[config.mk]
export PLATFORM = sky130hd
export DESIGN_NAME = module_multiplication_flat
export DESIGN_NICKNAME = d
export VERILOG_FILES = /design/src/rtl/module_multiplication_if.sv /design/src/rtl/module_multiplication.sv /design/src/flat_wrapper.sv
export SDC_FILE = /design/constraint.sdc
export NUM_CORES = 1
export LEC_CHECK = 0
export BUFFER_PORTS_ARGS = -buffer_cell sky130_fd_sc_hd__buf_2
export CORE_UTILIZATION = 30
export DETAILED_ROUTE_END_ITERATION = 10
export GPL_ROUTABILITY_DRIVEN = 0
export GPL_TIMING_DRIVEN = 0
export PLACE_DENSITY = 0.47
export SYNTH_ARGS = -nofsm -noshare
export SYNTH_HDL_FRONTEND = slang
export SYNTH_SLANG_ARGS = --single-unit
[constraint.sdc]
create_clock -name clk -period 2.35 [get_ports clk]
set_input_delay 0 -clock clk [delete_from_list [all_inputs] [get_ports clk]]
set_output_delay 0 -clock clk [all_outputs]
set_load 0.005 [all_outputs]
[src/rtl/module_multiplication_if.sv]
// Start/done handshake bundle for the sequential 8x8 multiplier.
// master = sequencer side, slave = multiplier side.
interface module_multiplication_if;
    logic        start;
    logic [7:0]  i_multiplicand;
    logic [7:0]  i_multiplier;
    logic [15:0] o_product;
    logic        o_ovf;
    logic        done;
    logic        busy;

    modport master (
        output start, i_multiplicand, i_multiplier,
        input  o_product, o_ovf, done, busy
    );

    modport slave (
        input  start, i_multiplicand, i_multiplier,
        output o_product, o_ovf, done, busy
    );
endinterface

[src/rtl/module_multiplication.sv]
// Sequential 8x8 unsigned shift-add multiplier, one multiplier bit per clock.
// Optional MULT_EARLY_EXIT_EN: stop iterating once no multiplier bits remain.
module module_multiplication (
    input  logic                          clk,
    input  logic                          rst_n,
    module_multiplication_if.slave        bus
);
    typedef enum logic [1:0] {
        IDLE   = 2'd0,
        CALC   = 2'd1,
        FINISH = 2'd2
    } state_t;

    state_t      state_reg;
    logic [15:0] acc_reg;
    logic [15:0] mcand_reg;
    logic [7:0]  mplier_reg;
    logic [3:0]  count_reg;
    logic [15:0] product_reg;
    logic        ovf_reg;
    logic        done_reg;
    logic        busy_reg;

    logic [15:0] partial_next;
    logic [7:0]  mplier_next;
    logic        last_iter;

    assign partial_next = mplier_reg[0] ? mcand_reg : 16'h0000;
    assign mplier_next  = mplier_reg >> 1;

`ifdef MULT_EARLY_EXIT_EN
    // Remaining multiplier bits all zero means further adds contribute nothing.
    assign last_iter = (count_reg == 4'd1) || (mplier_next == 8'h00);
`else
    assign last_iter = (count_reg == 4'd1);
`endif

    always_ff @(posedge clk or negedge rst_n) begin
        if (!rst_n) begin
            state_reg   <= IDLE;
            acc_reg     <= 16'h0000;
            mcand_reg   <= 16'h0000;
            mplier_reg  <= 8'h00;
            count_reg   <= 4'd0;
            product_reg <= 16'h0000;
            ovf_reg     <= 1'b0;
            done_reg    <= 1'b0;
            busy_reg    <= 1'b0;
        end else begin
            done_reg <= 1'b0;
            case (state_reg)
                IDLE: begin
                    if (bus.start) begin
                        acc_reg    <= 16'h0000;
                        mcand_reg  <= {8'h00, bus.i_multiplicand};
                        mplier_reg <= bus.i_multiplier;
                        count_reg  <= 4'd8;
                        busy_reg   <= 1'b1;
                        state_reg  <= CALC;
                    end
                end
                CALC: begin
                    // 8x8 product fits in 16 bits, so the add never carries out.
                    acc_reg    <= acc_reg + partial_next;
                    mcand_reg  <= mcand_reg << 1;
                    mplier_reg <= mplier_next;
                    count_reg  <= count_reg - 4'd1;
                    if (last_iter) begin
                        state_reg <= FINISH;
                    end
                end
                FINISH: begin
                    product_reg <= acc_reg;
                    ovf_reg     <= |acc_reg[15:8];
                    done_reg    <= 1'b1;
                    busy_reg    <= 1'b0;
                    state_reg   <= IDLE;
                end
                default: begin
                    state_reg <= IDLE;
                    busy_reg  <= 1'b0;
                end
            endcase
        end
    end

    assign bus.o_product = product_reg;
    assign bus.o_ovf     = ovf_reg;
    assign bus.done      = done_reg;
    assign bus.busy      = busy_reg;
endmodule

[src/flat_wrapper.sv]
// flat-port wrapper written by rule: the top's interface ports become plain ports
module module_multiplication_flat 
  (clk, rst_n, bus_start, bus_i_multiplicand, bus_i_multiplier, bus_o_product, bus_o_ovf, bus_done, bus_busy);
  module_multiplication_if bus_i ();
  input  logic clk;
  input  logic rst_n;
  input wire logic [$bits(bus_i.start)-1:0] bus_start;
  input wire logic [$bits(bus_i.i_multiplicand)-1:0] bus_i_multiplicand;
  input wire logic [$bits(bus_i.i_multiplier)-1:0] bus_i_multiplier;
  output wire logic [$bits(bus_i.o_product)-1:0] bus_o_product;
  output wire logic [$bits(bus_i.o_ovf)-1:0] bus_o_ovf;
  output wire logic [$bits(bus_i.done)-1:0] bus_done;
  output wire logic [$bits(bus_i.busy)-1:0] bus_busy;
  assign bus_i.start = bus_start;
  assign bus_i.i_multiplicand = bus_i_multiplicand;
  assign bus_i.i_multiplier = bus_i_multiplier;
  assign bus_o_product = bus_i.o_product;
  assign bus_o_ovf = bus_i.o_ovf;
  assign bus_done = bus_i.done;
  assign bus_busy = bus_i.busy;
  module_multiplication u_core (.clk(clk), .rst_n(rst_n), .bus(bus_i));
endmodule
* Word level (Yosys, flattened, before mapping) *
Index checks and enable logic that the tools add are counted.

storage, ports and cells
  register bits = 65
  output and inout bits = 19

operators by class
  multiplexer cells = 15
  bitwise operators = 1
  add/sub/neg operators = 2
  eq/ne operators = 5
  reductions and logical operators = 6

operators by type and width
  cell                   number
  $pmux W16 S2           2
  $mux W16               3
  $add A16 B16 Y16       1
  $pmux W8 S2            1
  $mux W8                1
  $pmux W4 S2            1
  $reduce_or A8 Y1       1
  $reduce_and A2 Y1      3
  $eq A4 B1 Y1 const B   1
  $mux W2                2
  $mux W4                1
  $pmux W2 S2            1
  $sub A4 B1 Y4 const B  1
  $eq A2 B1 Y1 const B   1
  $eq A2 B2 Y1 const B   1
  $logic_not A2 Y1       1
  $mux W1                2
  $ne A2 B1 Y1 const B   1
  $ne A2 B2 Y1 const B   1
  $pmux W1 S2            1
  $reduce_bool A2 Y1     1
  $not A1 Y1             1

* Depth between registers and ports, before layout *
  depth in word-level cells = 3
  gate-level depth with buffers = 11
  mapped depth without buffers = 10

* Least setup slack after synthesis *
No wires, ideal clock.

  path type = flip-flop to flip-flop
  start = reg u_core.mplier_reg[0]
  end = reg u_core.acc_reg[12]
  stages on the path, launching flop included = 12
  arrival time = 2248 ps
  data required time = 2204 ps
  library setup time = 146 ps
  slack = -44 ps
  cell sequence = dfrtp_1 -> clkbuf_1 -> and2_1 -> ha_1 -> inv_1 -> fa_1 -> and2b_2 -> o21bai_4 -> a21o_1 -> a21oi_1 -> mux2i_1 -> o311ai_0

on the way
  longest elaborated chain between the ends = 3

ends and longest elaborated chain
  element                 line                         text
  from (decl)             module_multiplication.sv:17  logic [7:0] mplier_reg;
  from (signal assigned)  module_multiplication.sv:56  mplier_reg <= bus.i_multiplier;
  from (signal assigned)  module_multiplication.sv:66  mplier_reg <= mplier_next;
  $mux W16                module_multiplication.sv:28  assign partial_next = mplier_reg[0] ? mcand_reg : 16'h0000;
  $add A16 B16 Y16        module_multiplication.sv:64  acc_reg <= acc_reg + partial_next;
  $pmux W16 S2            module_multiplication.sv:51  case (state_reg)
  to (signal assigned)    module_multiplication.sv:64
  to (decl)               module_multiplication.sv:15  logic [15:0] acc_reg;

No other way between the ends.
A chain may end at the register's enable or synchronous reset.

* Worst setup path in the final report *
Ends and elaborated chain as after synthesis.

==> flow_summary.ini <==
[status]
status = finished clean

[global_route]
global_route_wire_length_before_repair_um = 14000
globalRoute.totalOverflow = 0
first_global_vias = 2759
antenna_found_initial = 0
gr-usage-all-layers = 0.158
grt_max_degree = 66

[die]
core_region_area_um2 = 11000
top_level_ports = 38
design.die.area_um2 = 11900
dieWidth_um = 109
start_util = 0.312
site_row_count = 38
die_height_um = 109

[cells_and_area]
final.fill_count = 1085
drive_above_1_share = 0.273
area.growth.synth_to_final_pct = 29.2
antenna-diode-count = 0
final_net_count = 443

[synthesis]
synth_top_cell_area_share = 0.474
synth_top_cells_by_area = dfrtp_1 47%, ha_1 6.2%, nand2_1 5.3%, o21ai_0 5.1%, mux2_2 4.9%
post_synth_instance_area_um2 = 3430
synthDistinctLibCells = 49
synth_edf_count = 0
synth_commonest_cells = 65 x dfrtp_1, 48 x nand2_1, 35 x o21ai_0
yosysMostFrequentCell = dfrtp_1
yosys.area.top_type = dfrtp_1
synthesis.instances = 339
yosys_most_used_dff = dfrtp_1
postSynthNetCount = 376
ys_async_sr_fraction = 1.00
avgSynthCellArea_um2 = 10.1
synthesis.yosys.warnings = 0
ys_ff_latch = 65
ys_seq_area_frac = 0.474

[critical_path]
rr_worst_depth = 11
crit_required_ps = 2550
worstSetupStartpoint = u_core.mplier_reg[0]
critPathMaxFanout = 5
reg2reg_from = u_core.mplier_reg[0]
worst_setup_path_end_kind = flop
cp-start-kind = flop
arrival_ps = 2510
worst_reg2reg_path_endpoint = u_core.acc_reg[12]
reg2reg_setup_slack_ps = 40
worst-setup-path-type = flop to flop

[sta]
timing_worst_slew_pin_value_ps = 841
setup_slack_ps = 35.0
period_minus_slack_ps = 2310
fin_skew_ps = 9.82
rsz0062_at_grt = true
slew_violations = 0
max-slew-margin-rel = 0.440
tns_ps = 0
clock.fmax_mhz = 432
final-setup-viol-count = 0
final_hold_viol_count = 0
layout_worst_path_cycle_share = 0.985

[place]
detailedPlace.worstSlack_ps = -437
portBuffers = 37
dp_hpwl_um = 5860

[power]
max-vdd-ir-drop_mv = 0.649
pwr_density_cell_nw_per_um2 = 1340
power.static_leakage_nw = 2.09

[clock_tree]
cts_num_sinks = 65
cts_tree = done
htreeDepth = 3
clk_root_buffer_cell = clkbuf_16
max-clock-path-buffers = 2
insertion_delay_ps = 330
clk_pin_slew_worst_paths_ps = 50
numCtsBuffers = 9

[drt]
drc_errors = 0
routed_wire_length_um = 8410
drtPass1Iterations = 4
routed-via-count = 2678
avgRoutedWirePerCell_um = 15.3
number_of_vias_per_cell = 4.86
antenna_left = 0
drt_iter0_drc = 90

[job]
max-cap-violations = 0

[hold_path]
worstHoldStart = bus_i_multiplier[7]
hold_path_depth = 4
worstHoldPathType = primary input to flop
end_point_of_the_worst_hold_path = u_core.mplier_reg[7]
## layer usage
layer	global-route usage	vias to the layer above	share of wire
met2	0.245	58	0.46
met1	0.214	1281	0.49
met5	0	-	0
met3	0.0389	11	0.039
li1	-	1328	-
met4	0.0541	0	0.015
## worst max-delay path, stage by stage, from the launching register on
cell and delay, ps:
dfrtp_2 390, buf_8 120, and2_4 140, ha_4 130
inv_2 40, fa_2 330, and2b_2 260, o21bai_4 80
a21o_1 200, a21oi_2 190, mux2i_1 200, o311ai_1 110
## per-stage QoR
step / hold slack [ps] / cell area (um2) / std cells / power [mW] / utilization
2_1_floorplan: -296 / 3430 / 339 / 3.51 / -
3_3_place_gp: 271 / 3790 / 516 / 4.18 / 0.345
3_5_place_dp: 173 / 3790 / 516 / 4.21 / 0.346
4_1_cts: 85.4 / 4360 / 550 / 5.90 / 0.397
5_1_grt: 94.9 / 4430 / 551 / 6.43 / 0.404
6_report: 93.6 / 4430 / 551 / 5.93 / 0.404
## power by group
part,internal [mW],total [mW],switching (mW),leakage [nW]
Combinational,1.08,2.45,1.37,1.08
Sequential,1.58,1.93,0.351,0.841
Clock,1.06,1.55,0.489,0.172
## layout by cell type (no fill, tap or decap), drive strengths merged, types with 3 or more instances in the layout
master,synthesis,routed
nand3,6,6
nor3b,3,3
nor2,11,11
dfrtp,65,65
a22o,10,10
ha,17,17
mux2,15,15
nand2,49,49
clkinv,0,3
a21o,3,3
dlygate4sd3,0,13
inv,11,11
o21bai,3,3
clkbuf,11,20
a21oi,22,22
o21ai,40,40
mux2i,12,12
o311ai,3,3
nand4,3,3
bufinv,0,3
and3,3,3
and2,15,15
buf,6,50
xnor2,7,7
xor2,6,6
## cells by family (layout without fill, tap and decap cells)
group | Yosys count | after routing | share of synthesized area
AOI/OAI and AO/OA | 90 | 90 | 0.170
DFF | 65 | 65 | 0.474
buffers and inverters | 28 | 100 | 0.0346
muxes | 27 | 27 | 0.0842
xor gates and xnor gates | 13 | 13 | 0.0332
and+or+nand+nor | 98 | 98 | 0.136
adders and majority gates | 18 | 18 | 0.0678
## layout make-up
| cell class | count | area (um2) | share of cell area |
|---|---|---|---|
| plain buffers | 17 | 92.6 | 0.0209 |
| clock buffers | 10 | 239 | 0.0539 |
| clock inverters | 6 | 105 | 0.0237 |
| inverters | 11 | 41.3 | 0.00931 |
| multi-input cells | 246 | 1790 | 0.404 |
| flip-flops and latches | 65 | 1630 | 0.367 |
| well taps | 140 | 175 | 0.0395 |
| repair buffers | 56 | 363 | 0.0818 |
## repair_timing
| action | 4_1_cts | 5_1_grt |
|---|---|---|
| gates resized for setup | 14 | 18 |
| pin swaps | 6 | 11 |
| hold endpoints to repair | 77 | 0 |
| setup endpoints to repair | 9 | 6 |
| cloned | 1 | 0 |
| hold buffers | 13 | 0 |
| setup buffers | 4 | 1 |
## worst max-delay path by stage
| stage | endpoint | slack [ps] | depth (start not counted) |
|---|---|---|---|
| 6_report | u_core.acc_reg[12] | 40 | 11 |
| 3_3_place_gp | u_core.acc_reg[12] | -430 | 11 |
| 4_1_cts | u_core.acc_reg[12] | -50 | 11 |
| 2_1_floorplan | u_core.acc_reg[12] | 20 | 11 |
| 5_1_grt | u_core.acc_reg[12] | -40 | 9 |
| 3_5_place_dp | u_core.acc_reg[12] | -440 | 11 |
No activity file was read; power rests on OpenSTA's default activity.
